<file path="config.mk">
export PLATFORM = sky130hd
export DESIGN_NAME = pipelined_adder_flat
export DESIGN_NICKNAME = d
export VERILOG_FILES = /design/src/rtl/pipelined_adder_if.sv /design/src/rtl/pipelined_adder.sv /design/src/flat_wrapper.sv
export SDC_FILE = /design/constraint.sdc
export NUM_CORES = 1
export LEC_CHECK = 0
export BUFFER_PORTS_ARGS = -buffer_cell sky130_fd_sc_hd__buf_2
export CAP_MARGIN = 25
export CORE_ASPECT_RATIO = 0.7
export CORE_MARGIN = 2
export CORE_UTILIZATION = 62
export CTS_CLUSTER_DIAMETER = 60
export CTS_CLUSTER_SIZE = 24
export DETAILED_ROUTE_END_ITERATION = 8
export PLACE_DENSITY_LB_ADDON = 0.25
export SLEW_MARGIN = 10
export SYNTH_ARGS = -nofsm -noshare
export SYNTH_HDL_FRONTEND = slang
export SYNTH_SLANG_ARGS = --single-unit
export TNS_END_PERCENT = 50
</file>
<file path="constraint.sdc">
create_clock -name clk -period 4.5 [get_ports clk]
set_input_delay 0.225 -clock clk [delete_from_list [all_inputs] [get_ports clk]]
set_output_delay 0.225 -clock clk [all_outputs]
set_load 0.01 [all_outputs]
</file>
<file path="src/rtl/pipelined_adder_if.sv">
// Valid/ready operand and result bundle for pipelined_adder.
// master drives operands and out_ready; slave is the adder.
interface pipelined_adder_if #(
  parameter int WIDTH = 16
);
  logic             in_valid;
  logic             in_ready;
  logic [WIDTH-1:0] a;
  logic [WIDTH-1:0] b;
  logic             cin;
  logic             sub;
  logic             out_valid;
  logic             out_ready;
  logic [WIDTH-1:0] sout;
  logic             cout;
  logic             ovf;

  modport master (
    output in_valid, a, b, cin, sub, out_ready,
    input  in_ready, out_valid, sout, cout, ovf
  );

  modport slave (
    input  in_valid, a, b, cin, sub, out_ready,
    output in_ready, out_valid, sout, cout, ovf
  );
endinterface

</file>
<file path="src/rtl/pipelined_adder.sv">
// WIDTH-bit add/subtract, CHUNK-bit ripple segment per stage.
// Whole pipeline shifts together and stalls on backpressure.
module pipelined_adder #(
  parameter int WIDTH = 16,
  parameter int CHUNK = 4
) (
  input logic              clk,
  input logic              rst_n,
  pipelined_adder_if.slave bus
);

  localparam int STAGES = WIDTH / CHUNK;

  logic             adv;
  logic             vld_q [STAGES];
  logic             vld_d [STAGES];
  logic [WIDTH-1:0] a_q   [STAGES];
  logic [WIDTH-1:0] a_d   [STAGES];
  logic [WIDTH-1:0] b_q   [STAGES];
  logic [WIDTH-1:0] b_d   [STAGES];
  logic [WIDTH-1:0] s_q   [STAGES];
  logic [WIDTH-1:0] s_d   [STAGES];
  logic             c_q   [STAGES];
  logic             c_d   [STAGES];
  logic             ovf_q;
  logic             ovf_d;

  // b is stored pre-inverted for sub, so every stage is a plain add
  always_comb begin
    logic [WIDTH-1:0] as_v;
    logic [WIDTH-1:0] bs_v;
    logic [WIDTH-1:0] ss_v;
    logic             cs_v;
    logic             vs_v;
    logic [CHUNK:0]   t_v;
    adv  = !vld_q[STAGES-1] || bus.out_ready;
    as_v = '0;
    bs_v = '0;
    ss_v = '0;
    cs_v = 1'b0;
    vs_v = 1'b0;
    t_v  = '0;
    for (int k = 0; k < STAGES; k++) begin
      int p;
      p = (k == 0) ? 0 : k - 1;
      if (k == 0) begin
        as_v = bus.a;
        bs_v = bus.sub ? ~bus.b : bus.b;
        cs_v = bus.sub ? ~bus.cin : bus.cin;
        ss_v = '0;
        vs_v = bus.in_valid;
      end else begin
        as_v = a_q[p];
        bs_v = b_q[p];
        cs_v = c_q[p];
        ss_v = s_q[p];
        vs_v = vld_q[p];
      end
      t_v = {1'b0, as_v[k*CHUNK +: CHUNK]}
          + {1'b0, bs_v[k*CHUNK +: CHUNK]}
          + {{CHUNK{1'b0}}, cs_v};
      ss_v[k*CHUNK +: CHUNK] = t_v[CHUNK-1:0];
      if (adv) begin
        vld_d[k] = vs_v;
        a_d[k]   = as_v;
        b_d[k]   = bs_v;
        s_d[k]   = ss_v;
        c_d[k]   = t_v[CHUNK];
      end else begin
        vld_d[k] = vld_q[k];
        a_d[k]   = a_q[k];
        b_d[k]   = b_q[k];
        s_d[k]   = s_q[k];
        c_d[k]   = c_q[k];
      end
    end
    // temporaries still hold the last stage's operands here
    if (adv)
      ovf_d = (as_v[WIDTH-1] == bs_v[WIDTH-1])
           && (ss_v[WIDTH-1] != as_v[WIDTH-1]);
    else
      ovf_d = ovf_q;
  end

  always_ff @(posedge clk or negedge rst_n) begin
    if (!rst_n) begin
      for (int k = 0; k < STAGES; k++) begin
        vld_q[k] <= 1'b0;
        a_q[k]   <= '0;
        b_q[k]   <= '0;
        s_q[k]   <= '0;
        c_q[k]   <= 1'b0;
      end
      ovf_q <= 1'b0;
    end else begin
      for (int k = 0; k < STAGES; k++) begin
        vld_q[k] <= vld_d[k];
        a_q[k]   <= a_d[k];
        b_q[k]   <= b_d[k];
        s_q[k]   <= s_d[k];
        c_q[k]   <= c_d[k];
      end
      ovf_q <= ovf_d;
    end
  end

  assign bus.in_ready  = adv;
  assign bus.out_valid = vld_q[STAGES-1];
  assign bus.sout      = s_q[STAGES-1];
  assign bus.cout      = c_q[STAGES-1];
  assign bus.ovf       = ovf_q;

endmodule

</file>
<file path="src/flat_wrapper.sv">
// flat-port wrapper written by rule: the top's interface ports become plain ports
module pipelined_adder_flat 
#(
  parameter int WIDTH = 16,
  parameter int CHUNK = 4
)
  (clk, rst_n, bus_in_valid, bus_a, bus_b, bus_cin, bus_sub, bus_out_ready, bus_in_ready, bus_out_valid, bus_sout, bus_cout, bus_ovf);
  pipelined_adder_if #(.WIDTH(WIDTH)) bus_i ();
  input logic clk;
  input logic rst_n;
  input wire logic [$bits(bus_i.in_valid)-1:0] bus_in_valid;
  input wire logic [$bits(bus_i.a)-1:0] bus_a;
  input wire logic [$bits(bus_i.b)-1:0] bus_b;
  input wire logic [$bits(bus_i.cin)-1:0] bus_cin;
  input wire logic [$bits(bus_i.sub)-1:0] bus_sub;
  input wire logic [$bits(bus_i.out_ready)-1:0] bus_out_ready;
  output wire logic [$bits(bus_i.in_ready)-1:0] bus_in_ready;
  output wire logic [$bits(bus_i.out_valid)-1:0] bus_out_valid;
  output wire logic [$bits(bus_i.sout)-1:0] bus_sout;
  output wire logic [$bits(bus_i.cout)-1:0] bus_cout;
  output wire logic [$bits(bus_i.ovf)-1:0] bus_ovf;
  assign bus_i.in_valid = bus_in_valid;
  assign bus_i.a = bus_a;
  assign bus_i.b = bus_b;
  assign bus_i.cin = bus_cin;
  assign bus_i.sub = bus_sub;
  assign bus_i.out_ready = bus_out_ready;
  assign bus_in_ready = bus_i.in_ready;
  assign bus_out_valid = bus_i.out_valid;
  assign bus_sout = bus_i.sout;
  assign bus_cout = bus_i.cout;
  assign bus_ovf = bus_i.ovf;
  pipelined_adder #(.WIDTH(WIDTH), .CHUNK(CHUNK)) u_core (.clk(clk), .rst_n(rst_n), .bus(bus_i));
endmodule
</file>
After elaboration in Yosys (flattened, before gate mapping)
Cells that the tools add are included.
{"block": "totals", "ff_bits": 145, "latchBits": 0, "mem_bits_rw": 0, "romBits": 0, "inputBits": 38, "output_inout_bits": 20, "word_cells": 36, "mem_count": 0}
{"block": "op_classes", "n_addsub": 8, "n_mul": 0, "div_mod_pow": 0, "order_cmp": 0, "n_eq_ne": 2, "n_shift": 0, "muxes": 2, "n_bitwise": 2, "n_reduce_logical": 3}
{"operator": "4-bit by 4-bit adder with 5-bit output", "n": 4}
{"operator": "5-bit by 1-bit adder with 5-bit output", "n": 4}
{"operator": "16-bit two-way mux", "n": 1}
{"operator": "16-bit inverter", "n": 1}
{"operator": "1-bit equality test", "n": 1}
{"operator": "1-bit logical AND", "n": 1}
{"operator": "1-bit logical NOT", "n": 1}
{"operator": "1-bit logical OR", "n": 1}
{"operator": "1-bit two-way mux", "n": 1}
{"operator": "1-bit inequality test", "n": 1}
{"operator": "1-bit inverter", "n": 1}

Depth between registers and ports, before layout
{"block": "logic_depth", "word_depth": 4, "depth_mapped": 8, "mapped_depth_nobuf": 6}

Least setup slack after synthesis
No wires, ideal clock.
{"block": "synth_path", "path_kind": "in2reg", "from": "input bus_sub", "to": "register u_core.c_q[3] in the netlist's numbering", "setup_time_ns": 0.128, "arrival_time_ns": 1.914, "required_ns": 4.372, "path_slack_ns": 2.457, "path_stages": 8, "n_path_buf": 2, "cell_sequence": "buf_4 buf_4 xor2_1 fa_1 fa_1 a21o_1 a21oi_1 a21oi_1"}
{"block": "synth_between", "elab_chain_len": 3, "word_cells_on_any_way": 4, "cone_classes": "add/sub (2); mux (2)"}
{"item": "from (decl)", "line_no": "flat_wrapper.sv:15", "source": "input wire logic [$bits(bus_i.sub)-1:0] bus_sub;"}
{"item": "16-bit two-way mux", "line_no": "pipelined_adder.sv:48", "source": "bs_v = bus.sub ? ~bus.b : bus.b;"}
{"item": "4-bit by 4-bit adder with 5-bit output", "line_no": "pipelined_adder.sv:60", "source": "+ {1'b0, bs_v[k*CHUNK +: CHUNK]}"}
{"item": "5-bit by 1-bit adder with 5-bit output *", "line_no": "pipelined_adder.sv:61", "source": "+ {{CHUNK{1'b0}}, cs_v};"}
{"item": "to (signal, indexed assignment)", "line_no": "pipelined_adder.sv:101", "source": "c_q[k] <= c_d[k];"}
{"item": "to (decl)", "line_no": "pipelined_adder.sv:23", "source": "logic c_q [STAGES];"}
Every way passes the cells marked *; elsewhere a longest branch is shown, timed or not.
A chain may end at the register's enable or synchronous reset.

Worst setup path in the final report
{"block": "layout_path", "from": "register u_core.vld_q, in the netlist u_core.bus.out_valid", "to": "output bus_in_ready"}
{"block": "layout_between", "elab_chain_len": 2}
{"item": "from (decl)", "line_no": "pipelined_adder.sv:15", "source": "logic vld_q [STAGES];"}
{"item": "from (signal, indexed assignment)", "line_no": "pipelined_adder.sv:97", "source": "vld_q[k] <= vld_d[k];"}
{"item": "1-bit logical NOT", "line_no": "pipelined_adder.sv:36", "source": "adv = !vld_q[STAGES-1] || bus.out_ready;"}
{"item": "1-bit logical OR", "line_no": "pipelined_adder.sv:36"}
{"item": "to (decl)", "line_no": "flat_wrapper.sv:17", "source": "output wire logic [$bits(bus_i.in_ready)-1:0] bus_in_ready;"}
Every way passes these cells.

==> metrics <==
post-route DRC violation count 0; I/O Buffers between 50 and 60; synth unique cells 27; GPL Wtd Cong 0.812; Critical Path RT between 4000 and 5000 ps; Total Wirelength 7.39 mm; max-slew violation count 0; Hold Crit Class primary input to flip-flop; io pins 58; Mapped Avg Cell Area 9.35 µm²; CTS H-Tree Depth 3; r2r setup slk 2560 ps; pre-CTS WS around 2300 ps; first-pass GRT wire length 12.9 mm; fin util between 70 and 80%; CTS max path bufs 2; cell taking the most area after synthesis dfrtp_1; Row Count 25; Static Leak around 2.6 nW; min-delay src bus_a[9]; Overflow after GRT 0; HPWL Detailed 4.88 mm; Pwr per Cell Area roughly 670 nW/µm²; worst-margin pin slew 946 ps; post_cts resized 0; total CTS buffers 9; Crit Path Class flip-flop to primary output; Reg2Reg Launch Point u_core.c_q[1]; vias in the first global route about 2700; Syn-to-layout area delta 9.12%; Initial Utilization 65.1%; Detail Route Antenna Nets 0; Starting DRT DRC Count 150; Yosys top cell area share 54.4%; Netlist Area Pre-Place around 4500 µm²; yosys warns 0; clk slew on worst S/H paths roughly 90 ps; clock period minus worst slack 2040 ps; Post-Syn Nets between 500 and 600; Clock Latency Late Sink between 300 and 400 ps; layout cells sized above 1 between 10% and 20%; max_slew headroom 36.9%; Die W between 100 and 150 µm; CTS Root Cell clkbuf_8; sequential area share after synthesis between 50 and 60%; DIE HEIGHT roughly 75 µm; # setup viols final 0; vias per cell about 4.9; Final Hold Viols 0; largest net degree at the start of global routing 107; top_reg_cell synth dfrtp_1; Initial DRT Pass Iterations 4; Tot Pwr between 3 and 4 mW; drt wl/cell between 10 and 15 µm; slowest library cell on the worst path inv_2; Hold Path Depth 3; CP Cell Sequence nor2b_4 > inv_2 > buf_2; Total GRT Usage approximately a fifth; area of the core approximately 6900 µm²; CTS sink cnt 97; worst-path fanout max 54; CTS tree built; reg2reg path depth 5; Synth Instances roughly 480; Seq cells post-synth slightly below 100; initial antenna violation count 0; Arr. time, crit path around 1800 ps; Worst Skew between 10 and 15 ps; n_diodes 0; CP Launch Point u_core.bus.out_valid; CP peak stage delay 640 ps; top post-synthesis cells by area dfrtp_1 (54%), nand2_1 (19%), buf_4 (4.2%); final worst slack ~2500 ps; die area around 8000 µm²; vias post-DR 3000; nets about 570; TNS Setup 0 ps; highest clock rate a little under 500 MHz; crit path launch type flip-flop; Crit. End Element primary output; Final Cycle Share 45.4%; outcome finished clean; maxcap violations 0; worst ir drop on vdd about 0.28 mV; Async S/R FF share, synth between 90% and 100%; unrepaired setup endpoints after global routing no; EDFF count, synth 0
-- per-stage QoR --
stage | cells | area (µm²) | hold slack (ps)
CTS | 609 | 4860 | 40.6
detailed placement | 592 | 4630 | 181
finish | 609 | 4860 | 52.3
global placement | 592 | 4630 | 179
floorplan | 477 | 4460 | -70.6
global route | 609 | 4860 | 34.5
-- cell type report --
| type | instances | area [µm²] |
|---|---|---|
| inverters | 10 | 37.5 |
| multi-input cells | 331 | 1740 |
| repair buffers | 61 | 320 |
| clock buffers | 12 | 145 |
| clock inverters | 4 | 76.3 |
| well taps | 94 | 118 |
| fillers | 552 | 1990 |
| flip-flops and latches | 97 | 2430 |
-- worst paths after layout --
kind	to
max in group asynchronous	u_core.b_q[41]
max	bus_in_ready
max reg2reg	u_core.bus.cout
min	u_core.a_q[57]
min reg2reg	u_core.bus.sout[7]
min in group asynchronous	u_core.bus.sout[4]
-- state kept, by name (all words and copies together), names as in the netlist --
register              flops
u_core.a_q               24
u_core.b_q               24
u_core.bus.cout           1
u_core.bus.out_valid      1
u_core.bus.ovf            1
u_core.bus.sout          16
u_core.c_q                3
u_core.s_q               24
u_core.vld_q              3
-- synthesized netlist by cell type, types with 6 or more instances --
| cell | n |
|---|---|
| fa_1 | 8 |
| nor2_1 | 7 |
| dfrtp_1 | 97 |
| xnor2_1 | 15 |
| o21ai_0 | 18 |
| buf_2 | 10 |
| ha_1 | 12 |
| xor2_1 | 6 |
| buf_4 | 25 |
| a21oi_1 | 13 |
| nand2_1 | 223 |
| inv_1 | 8 |
-- power breakdown --
part / switching [mW] / leakage (nW) / total, mW / internal, mW
clock network: 0.285 / 0.107 / 0.615 / 0.330
registers: 0.227 / 1.18 / 1.48 / 1.26
logic: 0.666 / 1.28 / 1.14 / 0.477
-- placed cells by master (no fill, tap or decap), drive strengths merged --
master / Yosys / final
nand3: 4 / 4
o2111ai: 3 / 3
a211oi: 2 / 2
clkbuf: 3 / 12
dlygate4sd3: 0 / 1
ha: 12 / 12
o21ai: 18 / 18
a21oi: 13 / 13
o41ai: 1 / 1
inv: 9 / 9
or4: 3 / 3
dfrtp: 97 / 97
mux2i: 3 / 3
clkinvlp: 0 / 1
a21boi: 2 / 2
o31ai: 1 / 1
nor2: 7 / 7
xor2: 6 / 6
bufinv: 0 / 2
xnor2: 15 / 15
nand2b: 1 / 1
a21o: 4 / 4
clkinv: 1 / 2
fa: 8 / 8
buf: 36 / 60
nor2b: 5 / 5
nand2: 223 / 223
-- routing by layer --
metal  up-vias  GRT usage [%]  wire length [µm]
met5         -              0                 0
met4         0           5.78                70
li1       1545              -                 -
met3         6           5.80               395
met2        77           32.6              3210
met1      1372           30.2              3720
-- cells by family (layout without fill, tap and decap cells) --
logic type	count (synthesis)	count (layout)	share of synthesized area, %
buf+inv	49	87	6.68
mux	3	3	0.674
fa+ha+maj	20	20	6.96
simple gates	243	243	21.2
xor+xnor	21	21	4.13
compound gates	44	44	5.95
flops	97	97	54.4
-- what timing repair did --
action,CTS,global route
buffers inserted,0,0
hold endpoints to repair,32,0
endpoints found under the setup margin,0,0
hold buffers,1,0
-- critical path: cells and delay by family, from the launching register on --
family | cells | cell delay (ps)
buf+inv | 2 | 910
flops | 1 | 390
simple gates | 1 | 130
(Power assumes the default switching activity.)
